**config.mk**
```make
export PLATFORM = sky130hd
export DESIGN_NAME = store_narrow_flat
export DESIGN_NICKNAME = d
export VERILOG_FILES = /design/src/rtl/store_narrow_pkg.sv /design/src/rtl/store_narrow_if.sv /design/src/rtl/store_narrow_byte_select.sv /design/src/rtl/store_narrow.sv /design/src/flat_wrapper.sv
export SDC_FILE = /design/constraint.sdc
export NUM_CORES = 1
export LEC_CHECK = 0
export ABC_AREA = 0
export ABC_CLOCK_PERIOD_IN_PS = 4000
export CAP_MARGIN = 40
export CORE_MARGIN = 5
export CORE_UTILIZATION = 40
export CTS_CLUSTER_DIAMETER = 120
export CTS_CLUSTER_SIZE = 30
export DETAILED_ROUTE_END_ITERATION = 16
export PLACE_DENSITY = 0.65
export SLEW_MARGIN = 0
export SYNTH_ARGS = -nofsm -noshare
export SYNTH_HDL_FRONTEND = slang
export SYNTH_SLANG_ARGS = --single-unit
```
**constraint.sdc**
```tcl
create_clock -name clk -period 4 [get_ports clk]
set_clock_uncertainty 0.05 [all_clocks]
set_input_delay 0.8 -clock clk [delete_from_list [all_inputs] [get_ports clk]]
set_output_delay 0.8 -clock clk [all_outputs]
set_load 0.01 [all_outputs]
```
**src/rtl/store_narrow_pkg.sv**
```systemverilog
// Shared definitions for the store path: access-size encodings (also used by the
// load-side extender), FSM states and small decode helpers.
package store_narrow_pkg;

    typedef enum logic [1:0] {
        SIZE_BYTE = 2'b00,
        SIZE_HALF = 2'b01,
        SIZE_WORD = 2'b10,
        SIZE_ILL  = 2'b11
    } size_e;

    typedef enum logic [1:0] {
        ST_IDLE = 2'b00,
        ST_SEND = 2'b01,
        ST_DONE = 2'b10,
        ST_ERR  = 2'b11
    } state_e;

    // Index of the final byte lane for a given access size.
    function automatic logic [1:0] last_idx(input size_e size);
        case (size)
            SIZE_HALF: last_idx = 2'd1;
            SIZE_WORD: last_idx = 2'd3;
            default:   last_idx = 2'd0;
        endcase
    endfunction

    function automatic logic misaligned(input size_e size, input logic [1:0] addr_lo);
        case (size)
            SIZE_HALF: misaligned = addr_lo[0];
            SIZE_WORD: misaligned = (addr_lo != 2'b00);
            default:   misaligned = 1'b0;
        endcase
    endfunction

endpackage

```
**src/rtl/store_narrow_if.sv**
```systemverilog
// Bundles the store request port, the byte-wide memory write port and the
// done/err status pulses. slave = the store unit, master = CPU/memory side.
interface store_narrow_if #(
    parameter int ADDR_W = 32
);
    logic              req_valid;
    logic              req_ready;
    logic [ADDR_W-1:0] req_addr;
    logic [31:0]       req_data;
    logic [1:0]        req_size;
    logic              mem_wvalid;
    logic              mem_wready;
    logic [ADDR_W-1:0] mem_addr;
    logic [7:0]        mem_wdata;
    logic              done;
    logic              err;

    modport master (
        output req_valid, req_addr, req_data, req_size, mem_wready,
        input  req_ready, mem_wvalid, mem_addr, mem_wdata, done, err
    );

    modport slave (
        input  req_valid, req_addr, req_data, req_size, mem_wready,
        output req_ready, mem_wvalid, mem_addr, mem_wdata, done, err
    );
endinterface

```
**src/rtl/store_narrow_byte_select.sv**
```systemverilog
// Combinational 32->8 lane mux: picks byte idx of a little-endian word.
module store_narrow_byte_select (
    input  logic [31:0] word,
    input  logic [1:0]  idx,
    output logic [7:0]  lane
);
    logic [7:0] lanes [4];

    for (genvar gi = 0; gi < 4; gi++) begin : g_lane
        assign lanes[gi] = word[8*gi +: 8];
    end

    assign lane = lanes[idx];
endmodule

```
**src/rtl/store_narrow.sv**
```systemverilog
// Narrows a register value to byte/half/word and writes it out one byte per
// handshake, lowest address first, with one-cycle done/err completion pulses.
module store_narrow
    import store_narrow_pkg::*;
#(
    parameter int ADDR_W      = 32,
    parameter bit ALIGN_CHECK = 1'b1
) (
    input  logic          clk,
    input  logic          reset,
    store_narrow_if.slave bus
);
    state_e            state_reg;
    logic [ADDR_W-1:0] base_reg;
    logic [31:0]       data_reg;
    logic [1:0]        idx_reg;
    logic [1:0]        last_reg;

    size_e       req_size;
    logic        reject;
    logic [31:0] lane_src;
    logic [1:0]  lane_sel;
    logic [7:0]  lane_byte;

    assign req_size = size_e'(bus.req_size);
    assign reject   = (req_size == SIZE_ILL) ||
                      (ALIGN_CHECK && misaligned(req_size, bus.req_addr[1:0]));

    // Outputs are registered, so the mux always looks one byte ahead: byte 0 of
    // the incoming request while idle, otherwise the lane after the current one.
    always_comb begin
        lane_src = data_reg;
        lane_sel = idx_reg + 2'd1;
        if (state_reg == ST_IDLE) begin
            lane_src = bus.req_data;
            lane_sel = 2'd0;
        end
    end

    store_narrow_byte_select u_byte_select (
        .word (lane_src),
        .idx  (lane_sel),
        .lane (lane_byte)
    );

    always_ff @(posedge clk) begin
        if (reset) begin
            state_reg      <= ST_IDLE;
            base_reg       <= '0;
            data_reg       <= '0;
            idx_reg        <= '0;
            last_reg       <= '0;
            bus.req_ready  <= 1'b1;
            bus.mem_wvalid <= 1'b0;
            bus.mem_addr   <= '0;
            bus.mem_wdata  <= '0;
            bus.done       <= 1'b0;
            bus.err        <= 1'b0;
        end else begin
            case (state_reg)
                ST_IDLE: begin
                    if (bus.req_valid) begin
                        base_reg      <= bus.req_addr;
                        data_reg      <= bus.req_data;
                        idx_reg       <= 2'd0;
                        last_reg      <= last_idx(req_size);
                        bus.req_ready <= 1'b0;
                        if (reject) begin
                            state_reg <= ST_ERR;
                            bus.err   <= 1'b1;
                        end else begin
                            state_reg      <= ST_SEND;
                            bus.mem_wvalid <= 1'b1;
                            bus.mem_addr   <= bus.req_addr;
                            bus.mem_wdata  <= lane_byte;
                        end
                    end
                end
                ST_SEND: begin
                    if (bus.mem_wready) begin
                        if (idx_reg == last_reg) begin
                            state_reg      <= ST_DONE;
                            bus.mem_wvalid <= 1'b0;
                            bus.done       <= 1'b1;
                        end else begin
                            idx_reg       <= idx_reg + 2'd1;
                            bus.mem_addr  <= base_reg + ADDR_W'(lane_sel);
                            bus.mem_wdata <= lane_byte;
                        end
                    end
                end
                ST_DONE: begin
                    state_reg     <= ST_IDLE;
                    bus.done      <= 1'b0;
                    bus.req_ready <= 1'b1;
                end
                ST_ERR: begin
                    state_reg     <= ST_IDLE;
                    bus.err       <= 1'b0;
                    bus.req_ready <= 1'b1;
                end
                default: state_reg <= ST_IDLE;
            endcase
        end
    end
endmodule

```
**src/flat_wrapper.sv**
```systemverilog
// flat-port wrapper written by rule: the top's interface ports become plain ports
module store_narrow_flat import store_narrow_pkg::*;
#(
    parameter int ADDR_W      = 32,
    parameter bit ALIGN_CHECK = 1'b1
)
  (clk, reset, bus_req_valid, bus_req_addr, bus_req_data, bus_req_size, bus_mem_wready, bus_req_ready, bus_mem_wvalid, bus_mem_addr, bus_mem_wdata, bus_done, bus_err);
  store_narrow_if #(.ADDR_W(ADDR_W)) bus_i ();
  input  logic clk;
  input  logic reset;
  input wire logic [$bits(bus_i.req_valid)-1:0] bus_req_valid;
  input wire logic [$bits(bus_i.req_addr)-1:0] bus_req_addr;
  input wire logic [$bits(bus_i.req_data)-1:0] bus_req_data;
  input wire logic [$bits(bus_i.req_size)-1:0] bus_req_size;
  input wire logic [$bits(bus_i.mem_wready)-1:0] bus_mem_wready;
  output wire logic [$bits(bus_i.req_ready)-1:0] bus_req_ready;
  output wire logic [$bits(bus_i.mem_wvalid)-1:0] bus_mem_wvalid;
  output wire logic [$bits(bus_i.mem_addr)-1:0] bus_mem_addr;
  output wire logic [$bits(bus_i.mem_wdata)-1:0] bus_mem_wdata;
  output wire logic [$bits(bus_i.done)-1:0] bus_done;
  output wire logic [$bits(bus_i.err)-1:0] bus_err;
  assign bus_i.req_valid = bus_req_valid;
  assign bus_i.req_addr = bus_req_addr;
  assign bus_i.req_data = bus_req_data;
  assign bus_i.req_size = bus_req_size;
  assign bus_i.mem_wready = bus_mem_wready;
  assign bus_req_ready = bus_i.req_ready;
  assign bus_mem_wvalid = bus_i.mem_wvalid;
  assign bus_mem_addr = bus_i.mem_addr;
  assign bus_mem_wdata = bus_i.mem_wdata;
  assign bus_done = bus_i.done;
  assign bus_err = bus_i.err;
  store_narrow #(.ADDR_W(ADDR_W), .ALIGN_CHECK(ALIGN_CHECK)) u_core (.clk(clk), .reset(reset), .bus(bus_i));
endmodule
```
==> out/results.ini <==
[worst_hold_path]
hold_class = register to register

[floorplan]
start_util_pct = 40.92
core_area_mm2 = 0.01330
die_h_um = 126.6
ios = 114
die_area_mm2 = 0.01603
die_x_um = 126.6
num_rows = 42

[clocking]
post-cts-setup-buffer-count = 0
root_buffer = clkbuf_16
insertion_delay_ns = 0.42
htree_num_levels = 4
clk_pin_slew_ns = 0.05
hold_buffers = 0
cts_buffer_depth = 2
cts_tree = built
cts_buffers = 17
clock_sinks = 114
post_cts_resized = 0

[sta]
final-hold-violation-count = 0
setup_viol = 0
min_period_ns = 3.097
fin_ws_ns = 0.9034
rsz0062_at_grt = no
tightest_slew_ns = 0.8218
setup_tns_ns = 0
slew_headroom_pct = 45.22
period_share_pct = 77.41
max_freq_ghz = 0.3229
finalMaxSlewViolations = 0

[layout]
regArea_mm2 = 0.002282
antenna_cells = 0
multiInputGateArea_mm2 = 0.002861
nets = 837
syn_to_final_growth_pct = 33.76
layout-drive-gt1-share_pct = 9.314
num-fill-cells = 1207

[synth]
yosys_warnings = 0
postSynthCellCount = 670
synth-seq-cells = 114
synth_edf_count = 0
avgSynthCellArea_um2 = 8.120
async_reset_ff_share_pct = 0
synthFlopType = dfxtp_1
syn-num-nets = 747
syn_area_mm2 = 0.005440
seq_area_frac_synth_pct = 41.95
synth_cell_types = 65

[critical_path]
worstPathRequired_ns = 4.21
cp_data_arrival_time_ns = 3.31
worstSetupEndpointType = register
critPathKind = register to register
start_kind = register
path_max_fanout = 19

[power_and_ir_drop]
powerDensity_mw_per_mm2 = 483.7
p_leak_nw = 2.573
worst_ir_drop_vdd_mv = 0.2771

[detailed_routing]
drc = 0
routed_via_density = 5.545
postRouteAntennaNets = 0
wire_per_inst_um = 16.81
routed_wl_um = 15960
first_pass_iters = 5
vias = 5262
drt-initial-drc-count = 371

[global_route]
overflow = 0
antenna_found_initial = 0
grt_use_total_pct = 19.96
grt_pass1_wl_um = 25720
grt_pass1_vias = 4959
grt_max_degree = 80

[placed_design]
dpl.hpwl_um = 10930
place.gp.congestion = 0.8457
dp_slack_ns = 0.5262
place.port_buffers = 113

[run_status]
status = finished, final reports clean

[job]
cap_violations = 0

[logic make-up after synthesis]
kind of cell | after synthesis | synth area share, %
buffers and inverters | 61 | 5.612
AOI/OAI and AO/OA | 168 | 19.16
xor gates and xnor gates | 26 | 4.186
muxes | 11 | 3.864
adders and majority gates | 7 | 1.748
DFF | 114 | 41.95
and+or+nand+nor | 283 | 23.48
[critical path, cell delays in order (launching register included)]
cell and delay (ns):
dfxtp_1 0.31, buf_4 0.23, nor2_1 0.16, nor2_1 0.12, ha_1 0.20, fa_1 0.30
nand4_2 0.23, or3_2 0.66, mux2i_1 0.16, a2111oi_0 0.40, nor3_1 0.11
[report_power, final]
part | leakage [nW] | switching [mW] | internal (mW)
clock | 0.302 | 0.552 | 1.10
combinational | 1.34 | 0.293 | 0.267
sequential | 0.935 | 0.0755 | 1.23
[routing by layer]
layer | vias to the layer above | GRT usage [%] | share of wire [%]
met4 | 0 | 6.814 | 2.0
met5 | - | 0 | 0
met1 | 2521 | 26.26 | 44
met3 | 31 | 5.969 | 7.0
met2 | 186 | 31.32 | 47
li1 | 2524 | - | -
[worst paths after layout]
kind	start	end	slack, ns	cells past startpoint
worst max-delay path	u_core.state_reg[1]	u_core.bus.mem_addr[18]	0.90	10
worst min-delay path	u_core.bus.mem_addr[9]	u_core.bus.mem_addr[9]	0.40	2
worst max register to register	u_core.state_reg[1]	u_core.bus.mem_addr[18]	0.90	10
worst min register to register	u_core.bus.mem_addr[9]	u_core.bus.mem_addr[9]	0.40	2
[synthesized netlist by cell type (4+ instances only)]
cell        n  area [um^2]
nand2_1   171        641.9
dfxtp_1   114         2282
a21oi_1    83        415.4
nor2_1     42        157.7
clkbuf_1   36        135.1
o21ai_0    20        100.1
xnor2_1    15        131.4
a22oi_1    12        90.09
nand3_1    12        60.06
xor2_1     11        96.34
a311oi_1   10        87.58
a211o_1     9        78.83
nand4_1     9        56.30
mux4_2      8        180.2
nor4_1      8        50.05
buf_2       7        35.03
ha_1        6        75.07
inv_1       6        22.52
o22ai_1     6        37.54
nand3b_1    5        37.54
nor3_1      5        25.02
nand2b_1    4        25.02
o211ai_1    4        30.03
[per-stage QoR]
stage / instance area (um^2) / power, mW / hold slack (ns) / std cells / util, %
3_3_place_gp: 6630 / 1.875 / 0.3893 / 916 / 49.87
3_5_place_dp: 6635 / 1.889 / 0.3979 / 917 / 49.91
2_1_floorplan: 5440 / 1.629 / 0.3831 / 670 / -
5_1_grt: 7277 / 3.656 / 0.4181 / 949 / 54.73
6_report: 7277 / 3.520 / 0.4041 / 949 / 54.73
4_1_cts: 7277 / 3.537 / 0.4057 / 949 / 54.73
[cells in the final DEF (no fill, tap or decap), types with 4 or more instances in the layout]
cell type / netlist / routed
dfxtp_1: 114 / 114
a311oi_1: 10 / 10
nand2_1: 171 / 170
o211ai_1: 4 / 4
a211o_1: 9 / 9
nand2b_1: 4 / 4
a21oi_1: 83 / 83
mux4_2: 8 / 8
xor2_1: 11 / 11
o21ai_0: 20 / 20
nand4_1: 9 / 9
ha_1: 6 / 6
clkinvlp_4: 0 / 4
nand3_1: 12 / 12
nand3b_1: 5 / 5
a22oi_1: 12 / 12
o22ai_1: 6 / 6
nor2_1: 42 / 41
inv_1: 6 / 6
nor4_1: 8 / 8
buf_4: 0 / 11
clkdlybuf4s50_1: 0 / 112
xnor2_1: 15 / 15
nor3_1: 5 / 5
bufinv_16: 0 / 5
clkbuf_16: 0 / 17
[area by class of cell]
cell class                 count  share of cell area (%)
inverter                       6                  0.3095
multi-input combinational    495                   39.32
sequential                   114                   31.36
timing repair buffer         126                   17.16
clock inverter                14                   2.923
tap                          176                   3.026
clock buffer                  18                   5.898
(Power assumes the default switching activity.)
